<file path="config.mk">
export PLATFORM = sky130hd
export DESIGN_NAME = counter_scheduler_flat
export DESIGN_NICKNAME = d
export VERILOG_FILES = /design/src/rtl/counter_scheduler_if.sv /design/src/rtl/counter_scheduler.sv /design/src/flat_wrapper.sv
export SDC_FILE = /design/constraint.sdc
export NUM_CORES = 1
export LEC_CHECK = 0
export BUFFER_PORTS_ARGS = -buffer_cell sky130_fd_sc_hd__buf_2
export CAP_MARGIN = 20
export CELL_PAD_IN_SITES_DETAIL_PLACEMENT = 1
export CELL_PAD_IN_SITES_GLOBAL_PLACEMENT = 1
export CORE_MARGIN = 2
export CORE_UTILIZATION = 37
export CTS_CLUSTER_DIAMETER = 50
export DETAILED_ROUTE_END_ITERATION = 6
export PLACE_DENSITY_LB_ADDON = 0.12
export SLEW_MARGIN = 20
export SYNTH_ARGS = -nofsm -noshare
export SYNTH_HDL_FRONTEND = slang
export SYNTH_SLANG_ARGS = --single-unit
</file>
<file path="constraint.sdc">
create_clock -name clock -period 3.05 [get_ports clock]
set_input_delay 0.305 -clock clock [delete_from_list [all_inputs] [get_ports clock]]
set_output_delay 0.305 -clock clock [all_outputs]
set_load 0.1 [all_outputs]
</file>
<file path="src/rtl/counter_scheduler_if.sv">
// Bundle between the tick-run scheduler, its two requesters and the shared counter.
// The scheduler takes the slave modport. The requesters and the counter datapath take the master modport.
interface counter_scheduler_if #(
  parameter int CNT_W = 4
);
  // Handshake: reqX is a level that stays high until doneX pulses. lenX is valid while reqX is high.
  // grantX and doneX are single-cycle pulses from the scheduler. wrapped is valid only with doneX.
  logic             req0;
  logic [CNT_W-1:0] len0;
  logic             req1;
  logic [CNT_W-1:0] len1;
  logic [CNT_W-1:0] count_value;
  logic             count_carry;
  logic             count_enable;
  logic             grant0;
  logic             grant1;
  logic             done0;
  logic             done1;
  logic             wrapped;
  logic             busy;
  logic             error;

  modport master (
    output req0, len0, req1, len1, count_value, count_carry,
    input  count_enable, grant0, grant1, done0, done1, wrapped, busy, error
  );

  modport slave (
    input  req0, len0, req1, len1, count_value, count_carry,
    output count_enable, grant0, grant1, done0, done1, wrapped, busy, error
  );
endinterface

</file>
<file path="src/rtl/counter_scheduler.sv">
// Shares one up-counter between two requesters. Each run is N enable ticks, granted round-robin.
// After the run the scheduler checks that the counter advanced by N (modulo 2^CNT_W).
module counter_scheduler #(
  parameter int CNT_W = 4
) (
  input  logic                  clock,
  input  logic                  reset,
  counter_scheduler_if.slave    bus,
  output logic [1:0]            state_dbg
);

  typedef enum logic [1:0] {
    IDLE  = 2'd0,
    RUN   = 2'd1,
    CHECK = 2'd2
  } state_t;

  state_t           state_q, state_d;
  logic             owner_q, owner_d;
  logic             ptr_q, ptr_d;
  logic [CNT_W-1:0] remaining_q, remaining_d;
  logic [CNT_W-1:0] target_q, target_d;
  logic             carry_q, carry_d;

  logic en_d, g0_d, g1_d, d0_d, d1_d, wrap_d, busy_d, err_d;
  logic             win;
  logic [CNT_W-1:0] win_len;

  assign state_dbg = state_q;

  // The next-cycle value of every output is computed here, so each output is a plain flop.
  always_comb begin
    state_d     = state_q;
    owner_d     = owner_q;
    ptr_d       = ptr_q;
    remaining_d = remaining_q;
    target_d    = target_q;
    carry_d     = carry_q;
    en_d        = 1'b0;
    g0_d        = 1'b0;
    g1_d        = 1'b0;
    d0_d        = 1'b0;
    d1_d        = 1'b0;
    wrap_d      = 1'b0;
    err_d       = bus.error;
    win         = 1'b0;
    win_len     = '0;

    case (state_q)
      IDLE: begin
        if (bus.req0 || bus.req1) begin
          // ptr_q names the requester that wins a tie
          win         = (bus.req0 && bus.req1) ? ptr_q : bus.req1;
          win_len     = win ? bus.len1 : bus.len0;
          owner_d     = win;
          remaining_d = win_len;
          target_d    = bus.count_value + win_len;
          carry_d     = 1'b0;
          g0_d        = !win;
          g1_d        = win;
          if (win_len != '0) begin
            state_d = RUN;
            en_d    = 1'b1;
          end else begin
            state_d = CHECK;
            d0_d    = !win;
            d1_d    = win;
          end
        end
      end

      RUN: begin
        carry_d     = carry_q | bus.count_carry;
        remaining_d = remaining_q - 1'b1;
        if (remaining_q == CNT_W'(1)) begin
          // The carry from the last tick must still reach wrapped, so use carry_d here.
          state_d = CHECK;
          d0_d    = !owner_q;
          d1_d    = owner_q;
          wrap_d  = carry_d;
        end else begin
          en_d = 1'b1;
        end
      end

      CHECK: begin
        ptr_d   = !owner_q;
        state_d = IDLE;
        if (bus.count_value != target_q) err_d = 1'b1;
      end

      default: state_d = IDLE;
    endcase

    busy_d = (state_d != IDLE);
  end

  always_ff @(posedge clock) begin
    if (reset) begin
      state_q          <= IDLE;
      owner_q          <= 1'b0;
      ptr_q            <= 1'b0;
      remaining_q      <= '0;
      target_q         <= '0;
      carry_q          <= 1'b0;
      bus.count_enable <= 1'b0;
      bus.grant0       <= 1'b0;
      bus.grant1       <= 1'b0;
      bus.done0        <= 1'b0;
      bus.done1        <= 1'b0;
      bus.wrapped      <= 1'b0;
      bus.busy         <= 1'b0;
      bus.error        <= 1'b0;
    end else begin
      state_q          <= state_d;
      owner_q          <= owner_d;
      ptr_q            <= ptr_d;
      remaining_q      <= remaining_d;
      target_q         <= target_d;
      carry_q          <= carry_d;
      bus.count_enable <= en_d;
      bus.grant0       <= g0_d;
      bus.grant1       <= g1_d;
      bus.done0        <= d0_d;
      bus.done1        <= d1_d;
      bus.wrapped      <= wrap_d;
      bus.busy         <= busy_d;
      bus.error        <= err_d;
    end
  end

endmodule

</file>
<file path="src/flat_wrapper.sv">
// flat-port wrapper written by rule: the top's interface ports become plain ports
module counter_scheduler_flat 
#(
  parameter int CNT_W = 4
)
  (clock, reset, state_dbg, bus_req0, bus_len0, bus_req1, bus_len1, bus_count_value, bus_count_carry, bus_count_enable, bus_grant0, bus_grant1, bus_done0, bus_done1, bus_wrapped, bus_busy, bus_error);
  counter_scheduler_if #(.CNT_W(CNT_W)) bus_i ();
  input  logic clock;
  input  logic reset;
  output logic [1:0] state_dbg;
  input wire logic [$bits(bus_i.req0)-1:0] bus_req0;
  input wire logic [$bits(bus_i.len0)-1:0] bus_len0;
  input wire logic [$bits(bus_i.req1)-1:0] bus_req1;
  input wire logic [$bits(bus_i.len1)-1:0] bus_len1;
  input wire logic [$bits(bus_i.count_value)-1:0] bus_count_value;
  input wire logic [$bits(bus_i.count_carry)-1:0] bus_count_carry;
  output wire logic [$bits(bus_i.count_enable)-1:0] bus_count_enable;
  output wire logic [$bits(bus_i.grant0)-1:0] bus_grant0;
  output wire logic [$bits(bus_i.grant1)-1:0] bus_grant1;
  output wire logic [$bits(bus_i.done0)-1:0] bus_done0;
  output wire logic [$bits(bus_i.done1)-1:0] bus_done1;
  output wire logic [$bits(bus_i.wrapped)-1:0] bus_wrapped;
  output wire logic [$bits(bus_i.busy)-1:0] bus_busy;
  output wire logic [$bits(bus_i.error)-1:0] bus_error;
  assign bus_i.req0 = bus_req0;
  assign bus_i.len0 = bus_len0;
  assign bus_i.req1 = bus_req1;
  assign bus_i.len1 = bus_len1;
  assign bus_i.count_value = bus_count_value;
  assign bus_i.count_carry = bus_count_carry;
  assign bus_count_enable = bus_i.count_enable;
  assign bus_grant0 = bus_i.grant0;
  assign bus_grant1 = bus_i.grant1;
  assign bus_done0 = bus_i.done0;
  assign bus_done1 = bus_i.done1;
  assign bus_wrapped = bus_i.wrapped;
  assign bus_busy = bus_i.busy;
  assign bus_error = bus_i.error;
  counter_scheduler #(.CNT_W(CNT_W)) u_core (.clock(clock), .reset(reset), .bus(bus_i), .state_dbg(state_dbg));
endmodule
</file>
== Word level (Yosys, flattened, before mapping) ==
Index checks and enable logic that the tools add are counted.

* Add/subtract/negate cells: 2
* $mul: 0
* Divide/modulo/power cells: 0
* Order comparisons: 0
* Equality and inequality tests: 5
* Shifts and indexed selects: 0
* Muxes and demuxes: 22
* Bitwise logic cells: 5
* Reductions and logical operators: 13

{| class="wikitable"
|+ Operator list
! operator !! number
|-
| $mux W1 || 11
|-
| $mux W4 || 2
|-
| $pmux W1 S2 || 4
|-
| $pmux W4 S2 || 1
|-
| $mux W2 || 3
|-
| $reduce_and A2 Y1 || 3
|-
| $reduce_or A3 Y1 || 2
|-
| $add A4 B4 Y4 || 1
|-
| $eq A4 B1 Y1 const B || 1
|-
| $ne A4 B4 Y1 || 1
|-
| $not A1 Y1 || 4
|-
| $pmux W2 S2 || 1
|-
| $reduce_bool A2 Y1 || 2
|-
| $reduce_bool A4 Y1 || 1
|-
| $sub A4 B1 Y4 const B || 1
|-
| $eq A2 B1 Y1 const B || 1
|-
| $eq A2 B2 Y1 const B || 1
|-
| $logic_not A1 Y1 || 2
|-
| $logic_not A2 Y1 || 1
|-
| $ne A2 B1 Y1 const B || 1
|-
| $logic_and A1 B1 Y1 || 1
|-
| $logic_or A1 B1 Y1 || 1
|-
| $or A1 B1 Y1 || 1
|}

* Register bits: 21
* Latch bits: 0
* Bits in writable memories: 0
* Memory bits (read-only): 0
* Input bits: 17
* Output and inout bits: 10
* Word-level logic and storage cells: 61
* Memories kept: 0

== Logic depth before layout (Yosys ltp) ==
Gate-level depths: netlist of run 1.

* Depth after elaboration: 8
* Gate-level depth with buffers: 10
* Gate-level depth less buffers: 10

== Least setup slack after synthesis of run 1 ==
Ideal clock, no wire load.

* Path kind: input -> register
* Start point: in bus_req0
* End point: reg u_core.target_q[3]
* Setup time: 0.062 ns
* Data arrival time: 2.062 ns
* Data required time: 2.988 ns
* Slack: 0.926 ns
* Cell stages on the path: 10
* Path buffers: 0
* Cells stage by stage: inv_1 -> o21ai_2 -> mux2i_2 -> inv_2 -> ha_1 -> a21o_1 -> a21oi_1 -> xor2_1 -> or3_1 -> nand3_1

* Longest elaborated chain between the ends: 4
* Elaborated cells between the ends (all ways): 6
* Those cells by class: add/sub: 1; mux: 2; reduce/logical: 3

{| class="wikitable"
|+ Ends and longest elaborated chain
! element !! RTL line !! text
|-
| start, declared || flat_wrapper.sv:11 || <nowiki>input wire logic [$bits(bus_i.req0)-1:0] bus_req0;</nowiki>
|-
| $logic_and A1 B1 Y1 || counter_scheduler.sv:53 || <nowiki>win = (bus.req0 && bus.req1) ? ptr_q : bus.req1;</nowiki>
|-
| $mux W1 || counter_scheduler.sv:53 ||
|-
| $mux W4 || counter_scheduler.sv:54 || <nowiki>win_len = win ? bus.len1 : bus.len0;</nowiki>
|-
| $add A4 B4 Y4 || counter_scheduler.sv:57 || <nowiki>target_d = bus.count_value + win_len;</nowiki>
|-
| end signal, assigned || counter_scheduler.sv:119 || <nowiki>target_q <= target_d;</nowiki>
|-
| end, declared || counter_scheduler.sv:22 || <nowiki>logic [CNT_W-1:0] target_q, target_d;</nowiki>
|}

Parallel ways exist; a longest one is shown, timed or not.
A chain may end at the register's enable or synchronous reset.

== Final worst setup path of run 1 ==
* Start point: reg u_core.ptr_q
* End point: reg u_core.target_q[3]

* Longest elaborated chain between the ends: 3

{| class="wikitable"
|+ Ends and longest elaborated chain
! element !! RTL line !! text
|-
| start, declared || counter_scheduler.sv:20 || <nowiki>logic ptr_q, ptr_d;</nowiki>
|-
| start signal, assigned || counter_scheduler.sv:117 || <nowiki>ptr_q <= ptr_d;</nowiki>
|-
| $mux W1 || counter_scheduler.sv:53 ||
|-
| $mux W4 || counter_scheduler.sv:54 ||
|-
| $add A4 B4 Y4 || counter_scheduler.sv:57 ||
|}

No other way between the ends.

==> results of run 1 <==
-- critical path, stage by stage (launching register included) --
cell	delay, ps
dfxtp_1	350
o21ai_2	420
mux2i_2	340
inv_2	90
ha_1	280
a21o_1	180
a21oi_1	170
xor2_1	90
or3_1	310
nand3_1	80
-- sequential cells by signal, indices dropped and copies added (netlist names) --
name and cells:
u_core.bus.grant1 1, u_core.bus.grant0 1, u_core.bus.error 1, u_core.owner_q 1, u_core.bus.done0 1, u_core.bus.wrapped 1
u_core.ptr_q 1, u_core.carry_q 1, u_core.bus.count_enable 1, u_core.state_dbg 2, u_core.target_q 4, u_core.remaining_q 4
u_core.bus.done1 1, u_core.bus.busy 1
-- Yosys cell counts, types with 3 or more instances --
cell and number:
a21oi_1 10, a22oi_1 3, clkbuf_1 3, dfxtp_1 21
ha_1 5, inv_1 6, nand2_1 6, nand2b_1 3
nand3_1 4, nor2_1 17, xnor2_1 5
-- stage by stage --
step,utilization [%],std cells,power [mW],area [µm²]
3_3_place_gp,46.3,166,0.729,1180
2_1_floorplan,-,112,0.653,1010
4_1_cts,47.3,170,0.874,1200
6_report,47.3,170,0.861,1200
3_5_place_dp,46.3,166,0.740,1180
5_1_grt,47.3,170,0.927,1200
-- final cells by class --
type,instances,area (µm²),area share (%)
repair buffers,27,138,11.4
clock buffers,3,22.5,1.87
inverters,7,26.3,2.18
clock inverters,1,5.00,0.415
well taps,30,37.5,3.12
flip-flops and latches,21,420,34.9
multi-input cells,81,556,46.1
-- worst min path at each step --
stage                                  start                               to  slack (ps)  depth (start not counted)
3_5_place_dp   u_core.bus.error$_SDFFE_PP0P_    u_core.bus.error$_SDFFE_PP0P_         460                          2
6_report                     bus_count_carry    u_core.bus.wrapped$_SDFF_PP0_         220                          3
4_1_cts                      bus_count_carry    u_core.bus.wrapped$_SDFF_PP0_         220                          3
5_1_grt                      bus_count_carry    u_core.bus.wrapped$_SDFF_PP0_         250                          3
3_3_place_gp   u_core.bus.error$_SDFFE_PP0P_    u_core.bus.error$_SDFFE_PP0P_         450                          2
2_1_floorplan                          reset  u_core.target_q[1]$_SDFFE_PP0P_         380                          1
-- report_power, final --
group	switching, mW	internal, mW
logic	0.264	0.108
registers	0.0350	0.322
clock network	0.0835	0.0487
total	0.383	0.478
-- kinds of logic (layout without fill, tap and decap cells) --
logic type | Yosys count | count (layout) | synth area share, %
and+or+nand+nor | 41 | 41 | 19.8
AOI/OAI and AO/OA | 24 | 24 | 16.7
DFF | 21 | 21 | 41.5
buffers and inverters | 10 | 38 | 3.70
adders and majority gates | 6 | 6 | 8.15
xor gates and xnor gates | 6 | 6 | 5.19
muxes | 4 | 4 | 5.06
-- per-layer routing --
metal,vias up,global-route usage (%),wire (µm)
li1,450,-,-
met1,433,21.8,1090
met2,19,29.9,1180
met3,2,2.07,99
met4,0,3.06,15
met5,-,0,0
==> results_dict.tcl, run 1 <==
set metrics [dict create \
    status "finished, final reports clean" \
    drt_iter0_drc 8 \
    gp_congestion 0.813 \
    dr.pass1.iters 4 \
    fill_cells 311 \
    final_cell_mix "26 x buf_2, 21 x dfxtp_1, 17 x nor2_1, 10 x a21oi_1" \
    ys.flop_type "dfxtp_1" \
    synth_area_mm2 0.00101 \
    setup_viol_count_final 0 \
    fin_crit_sh_pct 77.2 \
    layout-drive-gt1-share_pct 27.9 \
    ys_seq_elements 21 \
    ctsResizeCount 0 \
    finalMaxSlewViolations 0 \
    synth_area_per_cell_um2 9.05 \
    max_freq_mhz 425 \
    worstReg2RegStart "u_core.ptr_q$_SDFFE_PP0P_" \
    syn_nets 135 \
    drv_cap 0 \
    min_path_type "primary input to flop" \
    worst-slew-pin-transition_ps 497 \
    ant_nets 0 \
    timing.setup.tns_ps 0 \
    core_area_mm2 0.00254 \
    grt_pass1_vias 936 \
    seq_area_frac_synth_pct 41.5 \
    area_growth_pct 18.9 \
    startpoint "u_core.ptr_q$_SDFFE_PP0P_" \
    slew_headroom_pct 66.5 \
    htreeDepth 1 \
    yosysTopAreaCellShare_pct 41.5 \
    finalHoldWorstSlack_ps 224 \
    drt-total-wl_um 2390 \
    dp_worst_setup_slack_ps 607 \
    rsz0062_at_grt "false" \
    wl_per_cell_um 14.1 \
    grtUsageTotal_pct 16.8 \
    drc_errors 0 \
    worstPathArrival_ps 2600 \
    fp.dieW_um 56.3 \
    port_buffers 26 \
    insertion_delay_ps 290 \
    overflow 0 \
    fp-row-count 18 \
    start_kind "flop" \
    crit_end "u_core.target_q[3]$_SDFFE_PP0P_" \
    path_clk_slew_ps 120 \
    n_antenna_cell 0 \
    synthCells 112 \
    dieHeight_um 56.3 \
    tritoncts "built" \
    clockRootBuffer "clkbuf_4" \
    cts_buffers 3 \
    clk_path_buf_depth 2 \
    antenna_found_initial 0 \
    vias 904 \
    p_leak_nw 0.536 \
    cp.required_ps 3290 \
    yosysUniqueCellTypes 36 \
    r2r_cells 9 \
    peakVddDrop_mv 0.348 \
    synth_edf_count 0 \
    final_common_cell "buf_2" \
    r2r_slack_ps 700 \
    cts_setup_buffers 0 \
    synthTopCellsByArea "dfxtp_1 41%, nor2_1 6.3%, ha_1 6.2%" \
    die_area_mm2 0.00317 \
    ioPinCount 27 \
    final_nets 164 \
    crit_fanout 8 \
    synthArstFlopShare_pct 0 \
    dp.final_hpwl_um 1910 \
    worst_setup_path_end_kind "flop" \
    hold_violations 0 \
    grt_pass1_wl_um 4270 \
    timing.rr.end "u_core.target_q[3]$_SDFFE_PP0P_" \
    layout_setup_ws_ps 696 \
    synth_area_leader_cell "dfxtp_1" \
    initial_utilization_pct 39.8 \
    via_per_inst 5.32 \
    skew_ps 1.40 \
    ctsHoldBuffers 0 \
    grt_max_degree 16 \
    p_per_area_mw_per_mm2 715 \
    yosysWarnings 0 \
    finalCriticalPeriod_ps 2350 \
    cts.sinks 21 \
    critical_path_class "flop to flop" \
]
Power figures use the tool's default switching activity.
==> run 2, diff against run 1 <==
--- a/config.mk
+++ b/config.mk
@@ -10,7 +10,7 @@
 export CELL_PAD_IN_SITES_DETAIL_PLACEMENT = 1
 export CELL_PAD_IN_SITES_GLOBAL_PLACEMENT = 1
 export CORE_MARGIN = 2
-export CORE_UTILIZATION = 37
+export CORE_UTILIZATION = 34
 export CTS_CLUSTER_DIAMETER = 50
 export DETAILED_ROUTE_END_ITERATION = 6
 export PLACE_DENSITY_LB_ADDON = 0.12
==> constraint.sdc (replaced) <==
create_clock -name clock -period 1.9 [get_ports clock]
set_input_delay 0.19 -clock clock [delete_from_list [all_inputs] [get_ports clock]]
set_output_delay 0.19 -clock clock [all_outputs]
set_load 0.1 [all_outputs]
==> run 2 against run 1 <==
Against the previous run: the run now ends with DRC, setup timing left; register-to-register slack got worse by 770 ps; worst setup slack worse by 770 ps; clock power grew 67%; clock skew increased by 7.8 ps; largest cell class unchanged; largest power group unchanged.
==> results_dict.tcl, run 2 (synthesis gave the netlist of run 1 again) <==
set metrics [dict create \
    dr.pass1.iters 6 \
    grt_pass1_vias 977 \
    finalCriticalPeriod_ps 1970 \
    dp.final_hpwl_um 2020 \
    min_path_type "primary input to flop" \
    wl_per_cell_um 13.9 \
    skew_ps 9.24 \
    worstPathArrival_ps 2240 \
    cts_buffers 3 \
    slew_headroom_pct 67.7 \
    vias 943 \
    fin_crit_sh_pct 104 \
    gp_congestion 0.720 \
    pwr-share-seq_pct 39.9 \
    initial_utilization_pct 36.1 \
    layout_setup_ws_ps -72.7 \
    start_kind "flop" \
    switchingPower_mw 0.639 \
    final_nets 175 \
    fp-row-count 19 \
    ioPinCount 27 \
    setup_viol_count_final 2 \
    max_freq_mhz 507 \
    m1WireLength_um 1120 \
    postLayoutCellArea_mm2 0.00134 \
    dieHeight_um 58.6 \
    top_layer_used "met4" \
    via_per_inst 5.18 \
    htreeDepth 1 \
    clk_path_buf_depth 2 \
    dr_wl_met2_um 1260 \
    p_leak_nw 0.592 \
    grt_max_degree 16 \
    violations "DRC, setup timing" \
    fp.dieW_um 58.6 \
    finalMaxSlewViolations 0 \
    antenna_found_initial 0 \
    final_common_cell "buf_2" \
    drv_cap 0 \
    port_buffers 26 \
    layout-drive-gt1-share_pct 37.7 \
    core_area_mm2 0.00281 \
    dpl-instance-area_mm2 0.00128 \
    drt_iter0_drc 16 \
    drc_errors 1 \
    p_per_area_mw_per_mm2 1070 \
    ant_nets 0 \
    cts.sinks 21 \
    status "complete, but fails checks" \
    p_int_mw 0.798 \
    crit_fanout 5 \
    grtUsageTotal_pct 17.2 \
    worst-slew-pin-transition_ps 488 \
    combPwrFrac_pct 44.7 \
    insertion_delay_ps 310 \
    rsz0062_at_grt "true" \
    peakVddDrop_mv 0.484 \
    drt-total-wl_um 2530 \
    switching_share_pct 44.4 \
    final_cell_mix "26 x buf_2, 19 x dfxtp_1, 17 x nor2_1, 12 x buf_4, 9 x a21oi_1" \
    n_antenna_cell 0 \
    hold_violations 0 \
    clockPowerShare_pct 15.4 \
    clockRootBuffer "clkbuf_4" \
    finalHoldWorstSlack_ps 110 \
    wl_met3_um 89 \
    tritoncts "built" \
    grt_pass1_wl_um 4310 \
    worst_setup_path_end_kind "flop" \
    die_area_mm2 0.00343 \
    area_growth_pct 32.1 \
    cp.required_ps 2160 \
    overflow 0 \
    critical_path_class "flop to flop" \
    path_clk_slew_ps 130 \
]
==> run 2: stage by stage <==
| step | cells | TNS (ps) | util [%] | setup slack, ps | power [mW] |
|---|---|---|---|---|---|
| 3_3_place_gp | 177 | -63.5 | 45.6 | -43.1 | 1.20 |
| 2_1_floorplan | 112 | -32.1 | - | -32.1 | 1.06 |
| 3_5_place_dp | 177 | -159 | 45.6 | -105 | 1.22 |
| 6_report | 182 | -112 | 47.7 | -72.7 | 1.44 |
| 4_1_cts | 182 | -127 | 47.0 | -89.3 | 1.45 |
| 5_1_grt | 182 | -348 | 47.7 | -177 | 1.54 |
==> run 2: metal layers <==
metal,vias to the layer above,track usage (%)
met2,18,29.7
met4,0,9.42
met1,449,20.1
met3,5,2.86
met5,-,0
li1,471,-
==> run 2: timing repair <==
item | 4_1_cts | 5_1_grt
gates resized for setup | 1 | 3
hold buffers | 0 | 0
setup buffers | 1 | 0
endpoints found under the setup margin | 2 | 8
==> run 2: layout make-up <==
class	instances	area, µm²
Multi-Input combinational cell	81	603
Sequential cell	21	423
Timing Repair Buffer	38	220
Fill cell	356	1470
Clock buffer	3	22.5
Inverter	7	26.3
Tap cell	31	38.8
Clock inverter	1	5.00
==> run 2: critical path, cell delays in order (launching register included) <==
cell and delay (ps):
dfxtp_2 360, o21ai_4 230, mux2i_2 280, inv_2 80, ha_4 260, a21o_1 110, a21oi_2 50, xor2_1 170
or3_1 310, nand3_1 80
==> run 2: power groups by stage <==
stage | sequential, mW | clock, mW | combinational, mW
final | 0.573 | 0.221 | 0.642
after global placement | 0.581 | 0 | 0.620
after detailed placement | 0.585 | 0 | 0.635
after CTS | 0.575 | 0.231 | 0.640
after global routing | 0.582 | 0.256 | 0.699
after floorplan | 0.782 | 0 | 0.275
==> run 2: path summary, 6_finish.rpt <==
check,to,slack [ps],from,depth (start not counted)
max reg2reg,u_core.target_q[3]$_SDFFE_PP0P_,-70,u_core.ptr_q$_SDFFE_PP0P_,9
min reg2reg,u_core.target_q[0]$_SDFFE_PP0P_,480,u_core.target_q[0]$_SDFFE_PP0P_,2
max,u_core.target_q[3]$_SDFFE_PP0P_,-70,u_core.ptr_q$_SDFFE_PP0P_,9
min,u_core.bus.wrapped$_SDFF_PP0_,110,bus_count_carry,3
